==> src/rtl/probe_io_regs.sv <==
// probe_io_regs: memory-mapped probe register block on the daisy-chained 16-bit register bus.
//
// Exposes four input probes (read-only snapshots) and four output probes (read/write buffers)
// in an 11-word window starting at BASE_ADDR. Every bus transaction is forwarded with a one-cycle
// registered latency. Reads that hit the window replace the data with the register value.
// Inputs are captured into buffers, and output buffers are driven onto the pins, only on the
// rising edge of the strobe register.
//
// Ports:
//   bus_clk            clock for bus and user logic
//   rst                asynchronous active-high reset
//   probe0..probe3     user input probes (1, 2, 8, 20 bits)
//   probe4..probe7     user output probes (1, 2, 8, 20 bits)
//   addr_i/data_i/rw_i/valid_i   upstream bus (rw_i: 1=write, 0=read)
//   addr_o/data_o/rw_o/valid_o   registered downstream bus
//
// Optional build macro: PROBE_IO_AUTO_SAMPLE_EN
//   When defined, the input buffers load from the probe inputs every cycle, so reads return live
//   values at most one cycle old. The output probes stay strobe-gated either way.
module probe_io_regs #(
  parameter logic [15:0] BASE_ADDR   = 16'h0000,
  parameter logic [0:0]  PROBE4_INIT = 1'b1,
  parameter logic [1:0]  PROBE5_INIT = 2'd3,
  parameter logic [7:0]  PROBE6_INIT = 8'd6,
  parameter logic [19:0] PROBE7_INIT = 20'd7
) (
  input  logic        bus_clk,
  input  logic        rst,

  input  logic        probe0,
  input  logic [1:0]  probe1,
  input  logic [7:0]  probe2,
  input  logic [19:0] probe3,

  output logic        probe4,
  output logic [1:0]  probe5,
  output logic [7:0]  probe6,
  output logic [19:0] probe7,

  input  logic [15:0] addr_i,
  input  logic [15:0] data_i,
  input  logic        rw_i,
  input  logic        valid_i,

  output logic [15:0] addr_o,
  output logic [15:0] data_o,
  output logic        rw_o,
  output logic        valid_o
);

  localparam logic [15:0] NumRegs = 16'd11;

  logic [15:0] offset;
  logic        hit;
  logic        rd_en;
  logic        wr_en;
  logic [15:0] rd_data;

  logic        strobe;
  logic        strobe_dly;
  logic        xfer;

  logic        probe0_buf;
  logic [1:0]  probe1_buf;
  logic [7:0]  probe2_buf;
  logic [19:0] probe3_buf;
  logic        probe4_buf;
  logic [1:0]  probe5_buf;
  logic [7:0]  probe6_buf;
  logic [19:0] probe7_buf;

  // Unsigned subtraction keeps the window check a single compare.
  assign offset = addr_i - BASE_ADDR;
  assign hit    = (offset < NumRegs);
  assign rd_en  = valid_i & ~rw_i & hit;
  assign wr_en  = valid_i & rw_i & hit;

  // Transfer fires once per 0->1 edge of the strobe register; holding it high does nothing.
  assign xfer = strobe & ~strobe_dly;

  always_comb begin
    rd_data = 16'h0000;
    case (offset[3:0])
      4'd0:    rd_data = {15'h0000, strobe};
      4'd1:    rd_data = {15'h0000, probe0_buf};
      4'd2:    rd_data = {14'h0000, probe1_buf};
      4'd3:    rd_data = {8'h00, probe2_buf};
      4'd4:    rd_data = probe3_buf[15:0];
      4'd5:    rd_data = {12'h000, probe3_buf[19:16]};
      4'd6:    rd_data = {15'h0000, probe4_buf};
      4'd7:    rd_data = {14'h0000, probe5_buf};
      4'd8:    rd_data = {8'h00, probe6_buf};
      4'd9:    rd_data = probe7_buf[15:0];
      4'd10:   rd_data = {12'h000, probe7_buf[19:16]};
      default: rd_data = 16'h0000;
    endcase
  end

  // Bus pipeline: one-cycle forward, read hits substitute register data.
  always_ff @(posedge bus_clk or posedge rst) begin
    if (rst) begin
      addr_o  <= 16'h0000;
      data_o  <= 16'h0000;
      rw_o    <= 1'b0;
      valid_o <= 1'b0;
    end else begin
      addr_o  <= addr_i;
      rw_o    <= rw_i;
      valid_o <= valid_i;
      data_o  <= rd_en ? rd_data : data_i;
    end
  end

  // Strobe register and its delayed copy for edge detection.
  always_ff @(posedge bus_clk or posedge rst) begin
    if (rst) begin
      strobe     <= 1'b0;
      strobe_dly <= 1'b0;
    end else begin
      strobe_dly <= strobe;
      if (wr_en && (offset[3:0] == 4'd0)) begin
        strobe <= data_i[0];
      end
    end
  end

  // Output buffers: bus writable. A write landing on the transfer edge wins the buffer while the
  // pin below still takes the old buffer value.
  always_ff @(posedge bus_clk or posedge rst) begin
    if (rst) begin
      probe4_buf <= PROBE4_INIT;
      probe5_buf <= PROBE5_INIT;
      probe6_buf <= PROBE6_INIT;
      probe7_buf <= PROBE7_INIT;
    end else if (wr_en) begin
      case (offset[3:0])
        4'd6:    probe4_buf <= data_i[0];
        4'd7:    probe5_buf <= data_i[1:0];
        4'd8:    probe6_buf <= data_i[7:0];
        4'd9:    probe7_buf[15:0] <= data_i;
        4'd10:   probe7_buf[19:16] <= data_i[3:0];
        default: ;
      endcase
    end
  end

  // Output pins only move on a transfer.
  always_ff @(posedge bus_clk or posedge rst) begin
    if (rst) begin
      probe4 <= PROBE4_INIT;
      probe5 <= PROBE5_INIT;
      probe6 <= PROBE6_INIT;
      probe7 <= PROBE7_INIT;
    end else if (xfer) begin
      probe4 <= probe4_buf;
      probe5 <= probe5_buf;
      probe6 <= probe6_buf;
      probe7 <= probe7_buf;
    end
  end

  // Input snapshot buffers.
  always_ff @(posedge bus_clk or posedge rst) begin
    if (rst) begin
      probe0_buf <= 1'b0;
      probe1_buf <= 2'd0;
      probe2_buf <= 8'd0;
      probe3_buf <= 20'd0;
`ifdef PROBE_IO_AUTO_SAMPLE_EN
    end else begin
`else
    end else if (xfer) begin
`endif
      probe0_buf <= probe0;
      probe1_buf <= probe1;
      probe2_buf <= probe2;
      probe3_buf <= probe3;
    end
  end

endmodule

==> config.mk <==
export PLATFORM = sky130hd
export DESIGN_NAME = probe_io_regs
export DESIGN_NICKNAME = d
export VERILOG_FILES = /design/src/rtl/probe_io_regs.sv
export SDC_FILE = /design/constraint.sdc
export NUM_CORES = 1
export LEC_CHECK = 0
export CAP_MARGIN = 30
export CORE_MARGIN = 2
export CORE_UTILIZATION = 49
export CTS_CLUSTER_DIAMETER = 50
export DETAILED_ROUTE_END_ITERATION = 7
export GPL_TIMING_DRIVEN = 0
export PLACE_DENSITY = 0.91
export SLEW_MARGIN = 20
export SYNTH_ARGS = -nofsm -noshare
export SYNTH_HDL_FRONTEND = slang
export SYNTH_SLANG_ARGS = --single-unit
==> constraint.sdc <==
create_clock -name bus_clk -period 5.7 [get_ports bus_clk]
set_input_delay 1.14 -clock bus_clk [delete_from_list [all_inputs] [get_ports bus_clk]]
set_output_delay 1.14 -clock bus_clk [all_outputs]
set_load 0.005 [all_outputs]
==> impl_metrics.sql <==
INSERT INTO impl_metrics (metric_group, metric, value, unit) VALUES
('outcome', 'status', 'finished, final reports clean', ''),
('place', 'dp.cells', '619', ''),
('floorplanning', 'std_cell_rows', '38', ''),
('critical_path', 'startpoint_type', 'primary input', ''),
('drt', 'drt_iter0_markers', '367', ''),
('cells_and_area', 'utilization', '0.692', ''),
('cells_and_area', 'fin_nets', '565', ''),
('global_routing', 'maximum_number_of_pins_on_one_net_before_global_route_repair', '66', ''),
('timing', 'timing.final.crit_period', '3.04', 'ns'),
('place', 'routabilityCongestion', '0.890', ''),
('floorplanning', 'die-height', '108', 'um'),
('floorplanning', 'design.portCount', '132', ''),
('timing', 'setup_violations', '0', ''),
('clocking', 'post_cts_hold_buffer_count', '0', ''),
('critical_path', 'critical_path_class', 'primary input to register', ''),
('cells_and_area', 'mostFrequentLayoutCells', '131 x clkdlybuf4s50_1, 113 x dfrtp_1, 99 x mux2_2', ''),
('logic_synthesis', 'synth-async-reset-ratio', '1.00', ''),
('global_routing', 'global_route.usage.total', '0.242', ''),
('critical_path', 'worst-endpoint-required', '6.10', 'ns'),
('timing', 'fin_crit_sh', '0.533', ''),
('cells_and_area', 'num_antenna_cells', '0', ''),
('drt', 'drt.antenna.violating_nets', '0', ''),
('logic_synthesis', 'yosysSeqAreaShare', '0.608', ''),
('critical_path', 'crit_path_max_incr_delay', '0.65', 'ns'),
('clocking', 'root_buffer', 'clkbuf_8', ''),
('critical_path', 'timing.critical_path.fanout_max', '8', ''),
('power_and_ir_drop', 'power_density_relative_to_cell_area', '282', 'nW/um^2'),
('timing', 'grt_setup_unrepaired', 'no', ''),
('clocking', 'cts_setup_buffers', '0', ''),
('worst_hold_path', 'worst_hold_path_class', 'register to register', ''),
('timing', 'max_slew.worst_pin.slew', '0.773', 'ns'),
('clocking', 'insertion_delay', '0.53', 'ns'),
('clocking', 'cts_max_level', '4', ''),
('logic_synthesis', 'synth_edf_count', '0', ''),
('critical_path', 'critPathSlowestCell', 'clkdlybuf4s50_1', ''),
('logic_synthesis', 'syn_nets', '414', ''),
('cells_and_area', 'stdcell_count', '651', ''),
('clocking', 'postCtsResizedCells', '0', ''),
('timing', 'timing_max_transition_violations_final', '0', ''),
('logic_synthesis', 'synth_cells', '347', ''),
('drt', 'route.detailed.drc', '0', ''),
('cells_and_area', 'layout_commonest_cell', 'clkdlybuf4s50_1', ''),
('critical_path', 'end_kind', 'register', ''),
('cells_and_area', 'drive_gt1_frac', '0.342', ''),
('floorplanning', 'die-area', '11700', 'um^2'),
('clocking', 'cts.sink_count', '129', ''),
('timing', 'fmax', '329', 'MHz'),
('clocking', 'tritoncts', 'yes', ''),
('logic_synthesis', 'synth_cell_types', '44', ''),
('critical_path', 'worstPathArrival', '3.44', 'ns'),
('clocking', 'cts_buffers', '17', ''),
('drt', 'drt-wirelength-per-cell', '20.4', 'um'),
('drt', 'finalWirelength', '13300', 'um'),
('critical_path', 'crit_path_cell_trace', 'clkdlybuf4s50_1 > nor2b_1 > and2_1 > nor3b_4 > mux2_2', ''),
('drt', 'num_vias', '3655', ''),
('timing', 'max_slew_margin', '0.485', ''),
('floorplanning', 'die_width', '108', 'um'),
('cells_and_area', 'area_growth_from_synthesis_to_layout', '39.2', '%'),
('timing', 'final_hold_viol_count', '0', ''),
('clocking', 'path_clk_slew', '0.06', 'ns'),
('power_and_ir_drop', 'vdd_drop_max', '0.000168', 'V'),
('logic_synthesis', 'syn_area_per_cell', '15.4', 'um^2'),
('global_routing', 'grt_antenna_before_repair', '0', ''),
('place', 'buffer_ports.inserted', '131', ''),
('global_routing', 'grt_first_pass_wirelength', '20800', 'um'),
('timing', 'finClkSkew', '0.00848', 'ns'),
('power_and_ir_drop', 'cellLeakagePower', '3.29', 'nW'),
('logic_synthesis', 'post_synth_instance_area', '5340', 'um^2'),
('flow_run', 'cap_viol_max_count', '0', ''),
('floorplanning', 'placeableCoreArea', '10700', 'um^2'),
('global_routing', 'globalRouteOverflowTotal', '0', ''),
('logic_synthesis', 'synth.yosys.warnings', '0', ''),
('floorplanning', 'initial_utilization', '0.497', ''),
('logic_synthesis', 'synthFlopType', 'dfrtp_1', ''),
('place', 'place_hpwl', '9080', 'um'),
('global_routing', 'first_global_vias', '3830', ''),
('clocking', 'maximum_number_of_buffers_from_clock_root_to_sink', '2', ''),
('logic_synthesis', 'synth.ff_latch_count', '129', ''),
('drt', 'post_drt_via_cell_ratio', '5.61', ''),
('drt', 'drt_pre_antenna_iters', '5', '');
where the power goes:
| part | switching, mW | internal (mW) |
|---|---|---|
| Clock | 0.381 | 0.646 |
| Combinational | 0.0604 | 0.0739 |
| Sequential | 0.00359 | 0.930 |
worst paths after layout:
kind | start | endpoint | slack [ns] | cells after the start
hold reg to reg | strobe | strobe_dly | 0.46 | 0
max in group asynchronous | rst | probe6[1] | 3.90 | 3
hold / removal | strobe | strobe_dly | 0.46 | 0
setup / recovery | addr_i[3] | probe6_buf[5] | 2.66 | 5
min in group asynchronous | rst | addr_o[11] | 1.07 | 2
setup reg to reg | strobe | probe7[10] | 3.58 | 4
cell type report:
cell class / instances / area [um^2]
Fill cell: 761 / 3310
Tap cell: 140 / 175
Timing Repair Buffer: 132 / 1340
Sequential cell: 129 / 3250
Clock buffer: 24 / 500
Inverter: 7 / 31.3
Clock inverter: 8 / 76.3
Buffer: 18 / 86.3
Multi-Input combinational cell: 193 / 1980
synth_stat cells, types with 4 or more instances:
library cell / count / area share
clkbuf_1: 13 / 0.0091
nand3_1: 5 / 0.0047
a22o_1: 13 / 0.021
dfstp_2: 16 / 0.079
inv_1: 7 / 0.0049
mux2_2: 99 / 0.21
a32oi_1: 4 / 0.0066
nor2b_1: 8 / 0.0094
dfrtp_1: 113 / 0.53
mux2_4: 10 / 0.028
nand2_1: 4 / 0.0028
a31oi_1: 5 / 0.0059
critical path, delay by kind of cell:
family                 cells  cell delay (ns)
multiplexers               1             0.41
buffers and inverters      1             0.65
AND/OR/NAND/NOR            3             1.24
registers in the layout, indices dropped and copies added, names as in the netlist, 2 cells and up:
signal      cells
data_o         16
addr_o         16
probe1_buf      2
probe5_buf      2
probe7         20
probe3_buf     20
probe5          2
probe6          8
probe7_buf     20
probe2_buf      8
probe6_buf      8
through the flow:
step / total power, mW / hold WS (ns) / setup TNS, ns / instance area (um^2) / setup slack (ns)
after floorplan: 0.988 / 0.383 / 0 / 5340 / 1.15
after global placement: 1.08 / 0.402 / -47.98 / 6830 / -0.432
after detailed placement: 1.08 / 0.434 / 0 / 6860 / 2.21
after CTS: 2.11 / 0.453 / 0 / 7440 / 2.73
after global routing: 2.17 / 0.464 / 0 / 7440 / 2.62
final: 2.09 / 0.462 / 0 / 7440 / 2.66
cell families (layout without fill, tap and decap cells):
kind of cell	count (synthesis)	after routing	share of synthesized area
buffers and inverters	25	189	0.0211
and+or+nand+nor	42	42	0.0642
muxes	112	112	0.243
DFF	129	129	0.608
AOI/OAI and AO/OA	39	39	0.0640
layer usage:
layer / vias up / global-route usage / routed length (um)
met1: 1831 / 0.298 / 5260
met3: 34 / 0.0597 / 933
met5: - / 0 / 0
li1: 1596 / - / -
met2: 194 / 0.401 / 6710
met4: 0 / 0.115 / 367
No activity file was read; power rests on OpenSTA's default activity.
